==> config.mk <==
export PLATFORM = sky130hd
export DESIGN_NAME = apb_slave_regfile
export DESIGN_NICKNAME = d
export VERILOG_FILES = /design/src/rtl/apb_slave_regfile.sv
export SDC_FILE = /design/constraint.sdc
export NUM_CORES = 1
export LEC_CHECK = 0
export ABC_AREA = 0
export CORE_MARGIN = 2
export CORE_UTILIZATION = 40
export DETAILED_ROUTE_END_ITERATION = 6
export DONT_BUFFER_PORTS = 1
export SLEW_MARGIN = 15
export SYNTH_ARGS = -nofsm -noshare
export SYNTH_HDL_FRONTEND = slang
export SYNTH_SLANG_ARGS = --single-unit
==> constraint.sdc <==
create_clock -name pclk -period 2.4 [get_ports pclk]
set_input_delay 0.48 -clock pclk [delete_from_list [all_inputs] [get_ports pclk]]
set_output_delay 0.48 -clock pclk [all_outputs]
set_load 0.005 [all_outputs]
==> src/rtl/apb_slave_regfile.sv <==
// rtl/apb_slave_regfile.sv - parametrised APB slave register file with wait states, error response and optional byte strobes (APB_PSTRB_EN)
module apb_slave_regfile #(
  parameter int                  DATA_WIDTH  = 32,
  parameter int                  ADDR_WIDTH  = 32,
  parameter int                  NUM_REGS    = 16,
  parameter int                  WAIT_STATES = 0,
  parameter logic [NUM_REGS-1:0] RO_MASK     = '0
) (
  input  logic                    pclk,
  input  logic                    preset,
  input  logic                    psel,
  input  logic                    penable,
  input  logic [ADDR_WIDTH-1:0]   paddr,
  input  logic                    pwrite,
  input  logic [DATA_WIDTH-1:0]   pwdata,
`ifdef APB_PSTRB_EN
  input  logic [DATA_WIDTH/8-1:0] pstrb,
`endif
  output logic                    pready,
  output logic [DATA_WIDTH-1:0]   prdata,
  output logic                    pslverr
);

  localparam int NB = DATA_WIDTH / 8;
  localparam int AL = (NB > 1) ? $clog2(NB) : 0;
  localparam int IW = (NUM_REGS > 1) ? $clog2(NUM_REGS) : 1;

  typedef enum logic [1:0] {S_IDLE, S_WAIT, S_DONE} state_t;

  state_t                state_q;
  logic [3:0]            cnt_q;
  logic [IW-1:0]         idx_q;
  logic                  write_q;
  logic                  err_q;
  logic [DATA_WIDTH-1:0] wdata_q;
  logic [NB-1:0]         strb_q;
  logic                  pready_q;
  logic                  pslverr_q;
  logic [DATA_WIDTH-1:0] prdata_q;
  logic [DATA_WIDTH-1:0] regs_q [NUM_REGS];

  logic [ADDR_WIDTH-1:0] word_d;
  logic [IW-1:0]         idx_d;
  logic                  misaligned_d;
  logic                  oor_d;
  logic                  ro_d;
  logic                  err_d;
  logic [NB-1:0]         strb_d;
  logic [DATA_WIDTH-1:0] rd_setup_d;
  logic [DATA_WIDTH-1:0] rd_wait_d;

  // Decode the setup-phase address and classify the access as legal or erroneous
  always_comb begin
    word_d       = paddr >> AL;
    idx_d        = word_d[IW-1:0];
    misaligned_d = |(paddr & ADDR_WIDTH'(NB - 1));
    oor_d        = word_d >= ADDR_WIDTH'(NUM_REGS);
    ro_d         = !oor_d && pwrite && RO_MASK[idx_d];
    err_d        = misaligned_d || oor_d || ro_d;
`ifdef APB_PSTRB_EN
    strb_d       = pstrb;
`else
    strb_d       = '1;
`endif
    // Writes and errors return zero read data; only legal reads expose a register
    rd_setup_d   = (err_d || pwrite) ? '0 : regs_q[idx_d];
    rd_wait_d    = (err_q || write_q) ? '0 : regs_q[idx_q];
  end

  // Transfer FSM, registered outputs and register storage
  always_ff @(posedge pclk) begin
    if (preset) begin
      state_q   <= S_IDLE;
      cnt_q     <= '0;
      idx_q     <= '0;
      write_q   <= 1'b0;
      err_q     <= 1'b0;
      wdata_q   <= '0;
      strb_q    <= '0;
      pready_q  <= 1'b0;
      pslverr_q <= 1'b0;
      prdata_q  <= '0;
      for (int i = 0; i < NUM_REGS; i++) regs_q[i] <= '0;
    end else begin
      // Completion outputs are single-cycle pulses; zero unless entering DONE
      pready_q  <= 1'b0;
      pslverr_q <= 1'b0;
      prdata_q  <= '0;
      case (state_q)
        S_IDLE: begin
          // Only a genuine setup cycle starts a transfer; a stray penable is ignored
          if (psel && !penable) begin
            idx_q   <= idx_d;
            write_q <= pwrite;
            err_q   <= err_d;
            wdata_q <= pwdata;
            strb_q  <= strb_d;
            if (WAIT_STATES == 0) begin
              state_q   <= S_DONE;
              pready_q  <= 1'b1;
              pslverr_q <= err_d;
              prdata_q  <= rd_setup_d;
            end else begin
              cnt_q   <= 4'(WAIT_STATES);
              state_q <= S_WAIT;
            end
          end
        end
        S_WAIT: begin
          if (!psel) begin
            state_q <= S_IDLE;
            cnt_q   <= '0;
          end else begin
            cnt_q <= cnt_q - 4'd1;
            if (cnt_q == 4'd1) begin
              state_q   <= S_DONE;
              pready_q  <= 1'b1;
              pslverr_q <= err_q;
              prdata_q  <= rd_wait_d;
            end
          end
        end
        S_DONE: begin
          state_q <= S_IDLE;
          // A deselect during the completion cycle discards the write
          if (psel && write_q && !err_q) begin
            for (int b = 0; b < NB; b++) begin
              if (strb_q[b]) regs_q[idx_q][b*8 +: 8] <= wdata_q[b*8 +: 8];
            end
          end
        end
        default: state_q <= S_IDLE;
      endcase
    end
  end

  assign pready  = pready_q;
  assign pslverr = pslverr_q;
  assign prdata  = prdata_q;

endmodule
* Word level (Yosys, flattened, before mapping)
Memories as Yosys holds them, arrays and structs flattened. A register that Yosys moved wholly into a read port is not among the register bits.
Cells that the tools add are included.
** Operators by class
- Add/subtract/negate cells :: 1
- Order comparisons :: 2
- Equal/unequal tests :: 5
- Mux-type cells :: 47
- Reduce and logical (&&, ||, !) cells :: 17
** Operator list (count)
- 32-bit 2-to-1 mux :: 6
- 32-bit one-hot mux with 2 select lines :: 1
- 32-bit OR reduction :: 1
- 30-bit by 5-bit >= comparator with 1-bit output, second input constant :: 1
- 1-bit 2-to-1 mux :: 29
- 4-bit 2-to-1 mux :: 5
- 2-bit 2-to-1 mux :: 3
- 1-bit logical AND :: 5
- 4-bit by 5-bit less-than comparator with 1-bit output, second input constant :: 1
- 4-bit by 1-bit equality test with 1-bit output, second input constant :: 1
- 1-bit logical OR :: 4
- 1-bit one-hot mux with 2 select lines :: 2
- 2-bit one-hot mux with 2 select lines :: 1
- 2-bit AND reduction :: 2
- 4-bit by 1-bit subtractor with 4-bit output, second input constant :: 1
- 1-bit logical NOT :: 3
- 3-bit != test, second input constant :: 1
- 2-bit by 1-bit equality test with 1-bit output, second input constant :: 1
- 2-bit equality test, second input constant :: 1
- 2-bit logical NOT :: 1
- 2-bit != test, second input constant :: 1
- 2-bit OR reduction :: 1
** Word-level totals
- Register bits after elaboration :: 79
- Bits in writable memories :: 512
- Bits in read-only memories :: 16
- Logic and storage cells :: 84
- Memories kept :: 2
** Memory list
- regs_q :: words 16, width 32, rd ports 2, clocked after Yosys merged registers in 1, wr ports 16, line 40 : logic [DATA_WIDTH-1:0] regs_q [NUM_REGS];
- (no name shown) :: words 16, width 1, rd ports 1, clocked after Yosys merged registers in 0, wr ports 0, line 58 : ro_d = !oor_d && pwrite && RO_MASK[idx_d];

* Longest topological paths before layout
Gate-level depths: netlist (run 1).
- Depth after elaboration :: 9
- Depth in mapped cells :: 6
- Depth with buffers taken out :: 4

* Least setup slack after synthesis (run 1)
No wires, ideal clock.
- Kind :: input-to-reg
- Start point :: in preset
- End point :: mem regs_q[13][0], enable pin
- Data arrival time :: 2.077 ns
- Required time :: 2.009 ns
- Slack :: -0.068 ns
- Stages :: 5
- Path through :: nor2b_2 -> nand4_4 -> buf_4 -> nor3_2 -> or2_1
** RTL lines
- from (decl) :: line 10 : input logic preset,
- to (decl) :: line 40

==> reports/results.txt, run 1 <==
final setup fails -> 0
largest family of logic cells by synthesized area -> simple AND/OR/NAND/NOR gates
DRT Wirelength -> 62820 microns
crit path DAT -> 2.51 ns
H-tree depth reported by CTS -> 3
Mapped Avg Cell Area -> 16.00 sq um
sum of negative setup slack -> 0 ns
EDFF count, synth -> 512
Power Density -> 772.6 nW/um^2
Compound-Gate Fraction of Synth Area -> 0.03900
antenna diode instance count -> 0
Ports -> 103
Buffers on Ports -> 0
adder-cell share of the synthesized area -> 0
clock slew at reported path FFs -> 0.06 ns
crit path cell chain -> nand2b_1, nor3_4, buf_4, and2_1
Final Max Tran Viols -> 0
setup repair after global routing missed its margin -> false
vias per inst -> 5.420
mux cell area share after synthesis -> 0.1154
die area -> 64490 sq um
initial antenna violation count -> 4
Period Utilization, post-route -> 0.8597
CP endpoint kind -> register
status -> finished clean
HP Start -> pwdata[0]
ys async rst share -> 0
GRT overflow -> 0
delay-heaviest family, CP -> simple AND/OR/NAND/NOR gates
crit path launch type -> register
syn_nets -> 1631
VDD IR max -> 0.5549 mV
Synth Area in Simple Gates -> 0.1472
postcts setup bufs -> 0
WP buf/inv -> 1
total via count in the routed design -> 13.40k
first-pass GRT wire length -> 93230 microns
Nets -> 1651
DRT iter0 DRCs -> 1302
Worst EP required -> 2.85 ns
CTS max path bufs -> 3
most frequent cells in the layout -> 512 x and2_1, 512 x edfxtp_1, 128 x mux4_2, 74 x dfxtp_1, 71 x clkbuf_16
critical path's largest stage delay -> 0.65 ns
Final Hold Vio Count -> 0
fin worst setup slack -> 0.3367 ns
dpl hpwl -> 34420 microns
Avg WL per Cell -> 25.41 microns
clk_skew -> 0.02131 ns
Die Wd -> 253.9 microns
Tmin final -> 2.063 ns
clock sink total -> 586
DRC -> 0
kind of critical path -> reg -> reg
Mapped Area -> 24990 sq um
worst slew pin tran -> 0.7170 ns
Worst Path Max Fanout -> 32
core area -> 61710 sq um
FF-to-FF path depth -> 4
FF+latch count, synth -> 586
Die Span Y -> 253.9 microns
Synth Instances -> 1562
CTS Buf Count -> 66
worst skew pair latency -> 0.60 ns
Synth Area in XOR/XNOR -> 0
Starting Density -> 0.4049
Crit-path slowest cell -> dfxtp_1
Post-Place Cell Area -> 26210 sq um
Total GRT Usage -> 0.2009
TritonCTS clock tree -> done
Max-slew headroom -> 0.5220
Post-CTS Resized -> 0
register area share after synthesis -> 0.6745
leakage power -> 10.24 nW
largest net degree at the start of global routing -> 130
top_reg_cell synth -> edfxtp_1
vias in the first global route -> 14.02k
Worst Hold Depth -> 1
r2r setup slk -> 0.34 ns
Max Clock Freq -> 0.4847 GHz
Core Rows -> 91
worst min path class -> in -> reg
drt first pass iters -> 5
hold endpoint -> wdata_q[0]$_SDFFE_PP0P_
Yosys cell types -> 30
worst flop-to-flop path endpoint -> regs_q[12][4]$_SDFFCE_PN0P_
Synth Warn # -> 0
CTS Hold Bufs -> 32
max-cap violations -> 0
Reg2Reg Launch Point -> idx_q[3]$_SDFFE_PP0P_
gp weighted congestion -> 0.7380
proportion of layout cells with a drive suffix above 1 -> 0.1927
Post-Place Setup Slack -> 0.2791 ns
Area Growth Syn to Fin -> 14.42%
Post-DRT Antenna Nets -> 0
Root Driver -> clkbuf_16
Pwr Total -> 22.09 mW
final instance area -> 28590 sq um
==> Yosys cell counts (3+ instances only) <==
cell / number / area [sq um]
buf_2: 45 / 225.2
a21oi_1: 33 / 165.2
nor3_2: 9 / 90.09
nor4_2: 5 / 62.56
nand2_1: 3 / 11.26
buf_4: 5 / 37.54
mux4_2: 128 / 2883
a22o_1: 37 / 324.1
nor4_1: 7 / 43.79
and2_1: 513 / 3209
a22oi_1: 64 / 480.5
or2_1: 17 / 106.4
buf_1: 3 / 11.26
dfxtp_1: 74 / 1481
nand2b_1: 4 / 25.02
clkbuf_1: 84 / 315.3
edfxtp_1: 512 / 15370
nor2b_1: 3 / 18.77
nor2_1: 5 / 18.77
==> layer usage <==
| layer | wire length (microns) | share of wire | vias up | track usage |
|---|---|---|---|---|
| li1 | - | - | 5871 | - |
| met1 | 27000 | 0.43 | 6972 | 0.2825 |
| met2 | 30160 | 0.48 | 457 | 0.3226 |
| met3 | 4247 | 0.068 | 98 | 0.03472 |
| met4 | 1418 | 0.023 | 0 | 0.05630 |
| met5 | 0 | 0 | - | 0 |
==> worst register-to-register path: stages (launching register included) <==
cell	delay, ns
dfxtp_1	0.65
nand2b_1	0.36
nor3_4	0.22
buf_4	0.48
and2_1	0.22
==> final cells by class <==
type                    instances  area, sq um
multi-input cells             837         7681
fillers                      5283        33120
well taps                     837         1047
clock inverters                21        97.59
flip-flops and latches        586        16860
clock buffers                 100         1966
repair buffers                 89        935.9
inverters                       2        7.507
==> sequential cells by signal, summed over array words and instances (netlist names) <==
name,flops
pready,1
regs_q,512
prdata,32
write_q,1
idx_q,4
wdata_q,32
strb_q,1
pslverr,1
err_q,1
state_q,1
==> cells by family (layout without fill, tap and decap cells) <==
kind of cell,count (synthesis),in the layout
DFF,586,586
and+or+nand+nor,574,574
buffers and inverters,139,212
AOI/OAI and AO/OA,135,135
muxes,128,128
==> how the worst max path moves through the flow <==
stage                                     start                     endpoint  depth (start not counted)
after global placement                 paddr[8]         prdata[9]$_SDFF_PP0_                          5
final                     idx_q[3]$_SDFFE_PP0P_  regs_q[12][4]$_SDFFCE_PN0P_                          4
after floorplan                          preset  regs_q[10][0]$_SDFFCE_PN0P_                          4
after global routing      idx_q[0]$_SDFFE_PP0P_  regs_q[15][4]$_SDFFCE_PN0P_                          4
after CTS                 idx_q[3]$_SDFFE_PP0P_  regs_q[12][4]$_SDFFCE_PN0P_                          4
after detailed placement                penable        prdata[15]$_SDFF_PP0_                          5
==> per-stage QoR <==
stage / cells / utilization / hold WS (ns)
after floorplan: 1562 / - / 0.4257
after global placement: 2319 / 0.4247 / 0.4421
after detailed placement: 2319 / 0.4247 / 0.4636
after CTS: 2472 / 0.4633 / 0.004964
after global routing: 2472 / 0.4633 / 0.005936
final: 2472 / 0.4633 / 0.03203
==> power breakdown <==
part           switching [mW]  internal, mW  leakage, nW
registers               0.192          11.4         5.89
logic                   0.492         0.457         3.33
clock network            3.94          5.65         1.01
total                    4.62          17.5         10.2
Note: power is estimated with default switching activity, not from simulation.
==> inputs of run 2 (changes only) <==
==> constraint.sdc (replaced) <==
create_clock -name pclk -period 2.6 [get_ports pclk]
set_input_delay 0.52 -clock pclk [delete_from_list [all_inputs] [get_ports pclk]]
set_output_delay 0.52 -clock pclk [all_outputs]
set_load 0.005 [all_outputs]
==> run 2 against run 1 <==
  * Non-clock buffer count unchanged
  * Maximum frequency decreased by 18%
  * Utilization increased by 0.25 points
  * Design area increased by 0.54%
  * Critical path type unchanged
  * Largest cell class unchanged
  * Largest power group unchanged
==> reports/results.txt, run 2 (synthesized netlist as in run 1, its figures left out) <==
Root Driver -> clkbuf_16
Pwr Total -> 20.82 mW (-5.7%)
placed cells -> 2320 (+0.043%)
TritonCTS clock tree -> done
CTS Buf Count -> 60 (-9.1%)
vias per inst -> 5.406 (-0.25%)
kind of critical path -> reg -> reg
total via count in the routed design -> 13.33k (-0.54%)
final hold slack -> 0.03674 ns (+0.004706 ns)
Critical Path Start -> state_q[1]$_SDFFE_PP0P_
Final Hold Vio Count -> 0 (unchanged)
Post-DRT Antenna Nets -> 0 (unchanged)
HP Start -> pwdata[2]
proportion of layout cells with a drive suffix above 1 -> 0.2016 (+0.008937)
clock slew at reported path FFs -> 0.06 ns (about the same)
Die Wd -> 253.9 microns (unchanged)
Avg WL per Cell -> 25.97 microns (+2.2%)
first-pass GRT wire length -> 93760 microns (+0.57%)
final instance area -> 28750 sq um (+0.54%)
leakage power -> 10.29 nW (+0.49%)
crit path launch type -> register
VDD IR max -> 0.4747 mV (-14%)
worst skew pair latency -> 0.64 ns (+0.04 ns)
Max-slew headroom -> 0.5272 (+0.005190)
Worst EP required -> 3.14 ns (+0.29 ns)
drt first pass iters -> 5 (unchanged)
max FFs per register -> 512 (unchanged)
gp weighted congestion -> 0.7309 (-0.96%)
DRT iter0 DRCs -> 1220 (-6.3%)
Die Span Y -> 253.9 microns (unchanged)
final cell count without fillers -> 2465 (-0.28%)
core area -> 61710 sq um (unchanged)
Starting Density -> 0.4049 (unchanged)
sum of negative setup slack -> 0 ns (unchanged)
Nets -> 1645 (-0.36%)
DRC -> 0 (unchanged)
Worst Path Max Fanout -> 32 (unchanged)
Final Max Tran Viols -> 0 (unchanged)
worst min path class -> in -> reg
most frequent cells in the layout -> 512 x and2_1, 512 x edfxtp_1, 128 x mux4_2, 74 x dfxtp_1, 64 x a22oi_1
CTS max path bufs -> 3 (unchanged)
Ports -> 103 (unchanged)
max-cap violations -> 0 (unchanged)
Post-Place Cell Area -> 26290 sq um (+0.32%)
largest net degree at the start of global routing -> 130 (unchanged)
Buffers on Ports -> 0 (unchanged)
crit path DAT -> 3.06 ns (+0.55 ns)
H-tree depth reported by CTS -> 2 (-1)
status -> finished clean
clk_skew -> 0.03085 ns (+0.009543 ns)
final core utilization -> 0.4658 (+0.002514)
FF-to-FF path depth -> 5 (+1)
DRT Wirelength -> 64010 microns (+1.9%)
setup repair after global routing missed its margin -> false
Max Clock Freq -> 0.3981 GHz (-18%)
die area -> 64490 sq um (unchanged)
fin worst setup slack -> 0.08813 ns (-0.2485 ns)
Area Growth Syn to Fin -> 15.04%
Post-Place Setup Slack -> -0.01860 ns (-0.2977 ns)
r2r setup slk -> 0.09 ns (-0.25 ns)
dpl hpwl -> 35290 microns (+2.5%)
CP endpoint kind -> register
Reg2Reg Launch Point -> state_q[1]$_SDFFE_PP0P_
clock sink total -> 586 (unchanged)
GRT overflow -> 0 (unchanged)
Total GRT Usage -> 0.2026 (+0.001635)
initial antenna violation count -> 2 (-2)
Core Rows -> 91 (unchanged)
Period Utilization, post-route -> 0.9661 (+0.1064)
final setup fails -> 0 (unchanged)
Power Density -> 724.4 nW/um^2 (-6.2%)
Tmin final -> 2.512 ns (+0.4485 ns)
vias in the first global route -> 13.81k (-1.5%)
Most flops, register -> regs_q
worst slew pin tran -> 0.7077 ns (-0.009362 ns)
CP endpoint -> prdata[5]$_SDFF_PP0_
worst flop-to-flop path endpoint -> prdata[5]$_SDFF_PP0_
Post-CTS Resized -> 0 (unchanged)
run 2: worst max-delay path, cell delays in order, from the launching register on:
cell and delay, ns:
dfxtp_1 0.31, nor2_1 0.45, nand3b_1 0.44, or4_2 0.82, buf_12 0.23, a21oi_1 0.15
run 2: how the worst min path moves through the flow:
stage                                    to  cells past startpoint
floorplan                err_q$_SDFFE_PP0P_                      2
detailed placement       err_q$_SDFFE_PP0P_                      2
finish              wdata_q[2]$_SDFFE_PP0P_                      1
global placement         err_q$_SDFFE_PP0P_                      2
global route        wdata_q[1]$_SDFFE_PP0P_                      1
CTS                 wdata_q[1]$_SDFFE_PP0P_                      1
run 2: layout make-up:
cell class | instances | area [sq um]
multi-input combinational | 837 | 7681
timing repair buffer | 89 | 1008
clock inverter | 35 | 440.4
tap | 837 | 1047
antenna | 1 | 2.502
sequential | 586 | 16860
fill | 5353 | 32970
inverter | 2 | 7.507
clock buffer | 78 | 1703
run 2: power by group:
| group | total, mW | switching, mW | internal, mW | leakage, nW |
|---|---|---|---|---|
| Sequential | 10.7 | 0.188 | 10.5 | 5.89 |
| Combinational | 0.896 | 0.456 | 0.439 | 3.35 |
| Clock | 9.26 | 3.73 | 5.53 | 1.04 |
| Total | 20.8 | 4.37 | 16.5 | 10.3 |
run 2: per-layer routing:
metal | track usage | share of wire
met2 | 0.3313 | 0.49
met3 | 0.04855 | 0.074
met4 | 0.03866 | 0.015
met5 | 0 | 0
met1 | 0.2776 | 0.43
run 2: what timing repair did:
action	4_1_cts	5_1_grt
endpoints found under the setup margin	0	0
endpoints found under the hold margin	31	0
hold buffers	31	0
setup buffers	0	0
==> inputs of run 3 (changes only) <==
--- a/config.mk
+++ b/config.mk
@@ -10,6 +10,8 @@
 export CORE_UTILIZATION = 40
 export DETAILED_ROUTE_END_ITERATION = 6
 export DONT_BUFFER_PORTS = 1
+export RECOVER_POWER = 50
+export REMOVE_ABC_BUFFERS = 1
 export SLEW_MARGIN = 15
 export SYNTH_ARGS = -nofsm -noshare
 export SYNTH_HDL_FRONTEND = slang
==> run 3 against run 2 <==
  * Sequential power about the same
  * Sequential cell count is the same
  * Non-clock buffer count down 9
  * Clock-buffer cell count increased by 5
  * Clock power is 6.5% lower
  * Total power decreased by 3.1%
  * First-iteration DRC count decreased by 23%
  * Worst setup slack better by 0.18 ns
  * Critical endpoint is now regs_q[13][30]$_SDFFCE_PN0P_
  * Largest cell class unchanged
  * Largest power group unchanged
==> reports/results.txt, run 3 (synthesized netlist as in run 1, its figures left out) <==
DRC -> 0 (unchanged)
worst slew pin tran -> 0.9734 ns (+0.2657 ns)
Ports -> 103 (unchanged)
gp weighted congestion -> 0.7497 (+2.6%)
sum of negative setup slack -> 0 ns (unchanged)
vias per inst -> 5.413 (+0.13%)
Starting Density -> 0.4049 (unchanged)
Reg2Reg Launch Point -> state_q[1]$_SDFFE_PP0P_
postcts setup bufs -> 0 (unchanged)
Die Wd -> 253.9 microns (unchanged)
Root Driver -> clkbuf_16
Period Utilization, post-route -> 0.8981 (-0.06802)
clock slew at reported path FFs -> 0.07 ns (about the same)
GRT overflow -> 0 (unchanged)
setup repair after global routing missed its margin -> false
VDD IR max -> 0.7070 mV (+49%)
Crit-path slowest cell -> clkbuf_2
Core Rows -> 91 (unchanged)
Final Hold Vio Count -> 0 (unchanged)
first-pass GRT wire length -> 91660 microns (-2.2%)
initial antenna violation count -> 0 (-2)
Worst EP required -> 3.08 ns (-0.06 ns)
Final Max Tran Viols -> 0 (unchanged)
Tmin final -> 2.335 ns (-0.1769 ns)
clock sink total -> 586 (unchanged)
HP Start -> pwdata[6]
antenna diode instance count -> 0 (-1)
final setup fails -> 0 (unchanged)
die area -> 64490 sq um (unchanged)
CP endpoint kind -> register
Avg WL per Cell -> 25.42 microns (-2.1%)
drt first pass iters -> 6 (+1)
total via count in the routed design -> 13.29k (-0.24%)
fillers -> 5411 (+1.1%)
crit path launch type -> register
H-tree depth reported by CTS -> 2 (unchanged)
top layer in use -> met4
vias in the first global route -> 13.98k (+1.2%)
Worst Path Max Fanout -> 32 (unchanged)
crit path cell chain -> nor2b_1, nand4_4, buf_4, nor3_1, clkbuf_2, and2_1
core area -> 61710 sq um (unchanged)
Nets -> 1637 (-0.49%)
Total GRT Usage -> 0.1959 (-0.006693)
DRT iter0 DRCs -> 939 (-23%)
Max Clock Freq -> 0.4283 GHz (+7.6%)
Post-DRT Antenna Nets -> 0 (unchanged)
leakage power -> 9.999 nW (-2.8%)
Max-slew headroom -> 0.3511 (-0.1761)
Die Span Y -> 253.9 microns (unchanged)
Critical Path Start -> state_q[1]$_SDFFE_PP0P_
crit path DAT -> 2.81 ns (-0.25 ns)
worst skew pair latency -> 0.63 ns (about the same)
max-cap violations -> 0 (unchanged)
clk_skew -> 0.03252 ns (+0.001672 ns)
WL met3 -> 3210 microns (-32%)
kind of critical path -> reg -> reg
CTS Buf Count -> 61 (+1.7%)
CTS max path bufs -> 3 (unchanged)
final instance area -> 28220 sq um (-1.8%)
dpl hpwl -> 34360 microns (-2.6%)
worst min path class -> in -> reg
max FFs per register -> 512 (unchanged)
most frequent cells in the layout -> 512 x edfxtp_1, 471 x and2_1, 128 x mux4_2, 74 x dfxtp_1, 64 x a22oi_1
commonest non-fill, non-tap cell in the layout -> edfxtp_1
largest net degree at the start of global routing -> 130 (unchanged)
Power Density -> 715.1 nW/um^2 (-1.3%)
final core utilization -> 0.4573 (-0.008495)
final cell count without fillers -> 2456 (-0.37%)
critical path's largest stage delay -> 0.77 ns (-0.05 ns)
proportion of layout cells with a drive suffix above 1 -> 0.1859 (-0.01568)
TritonCTS clock tree -> done
Most flops, register -> regs_q
met1 wire length -> 27210 microns (about the same)
Post-CTS Resized -> 0 (unchanged)
metal2 WL -> 30560 microns (-1.7%)
placed cells -> 2316 (-0.17%)
DRT Wirelength -> 62440 microns (-2.4%)
Area Growth Syn to Fin -> 12.94%
Post-Place Cell Area -> 26220 sq um (-0.26%)
Buffers on Ports -> 0 (unchanged)
status -> finished clean
-- run 3: changes by cell type in the layout (fill, tap and decap cells not counted), moves of 7 or more --
cell,previous run,this run
buf_4,37,28
clkbuf_4,0,7
clkbuf_1,8,16
buf_12,21,11
and2_1,512,471
and2_0,0,41
-- run 3: critical path: cells and delay by family, from the launching register on --
family / cells / cell delay (ns)
buffers and inverters: 2 / 0.99
and+or+nand+nor: 4 / 0.87
DFF: 1 / 0.33
-- run 3: layout make-up --
| class | instances | area [sq um] | share of cell area |
|---|---|---|---|
| sequential | 586 | 16860 | 0.5973 |
| inverter | 2 | 7.507 | 0.0002660 |
| clock inverter | 31 | 300.3 | 0.01064 |
| clock buffer | 83 | 1679 | 0.05950 |
| timing repair buffer | 80 | 782.0 | 0.02771 |
| tap | 837 | 1047 | 0.03711 |
| multi-input combinational | 837 | 7550 | 0.2675 |
-- run 3: power by group --
group          switching [mW]  internal, mW  total (mW)
clock network            3.65          5.01        8.66
registers               0.179          10.5        10.7
logic                   0.444         0.408       0.853
total                    4.27          15.9        20.2
-- run 3: what timing repair did --
item / 4_1_cts / 5_1_grt
hold buffers: 26 / 0
endpoints found under the setup margin: 0 / 0
endpoints found under the hold margin: 26 / 0
-- run 3: layer usage --
layer | vias up | track usage
met5 | - | 0
met3 | 90 | 0.03575
met4 | 0 | 0.04924
li1 | 5834 | -
met2 | 358 | 0.3251
met1 | 7012 | 0.2671
-- run 3: path summary, 6_finish.rpt --
path,endpoint,slack [ns],cells after the start
worst min register to register,err_q$_SDFFE_PP0P_,0.46,2
worst max-delay path,regs_q[13][30]$_SDFFCE_PN0P_,0.26,6
worst min-delay path,wdata_q[6]$_SDFFE_PP0P_,0.03,1
worst max register to register,regs_q[13][30]$_SDFFCE_PN0P_,0.26,6
-- run 3: per-stage QoR --
stage                     setup WS [ns]  hold slack, ns  power [mW]
after floorplan                 -0.7003          0.4257       11.31
after global placement           0.3402          0.4495       11.70
after detailed placement         0.3005          0.4471       11.73
after CTS                        0.4160        0.001024       20.40
after global routing             0.1640        0.008918       20.79
final                            0.2650         0.03331       20.18
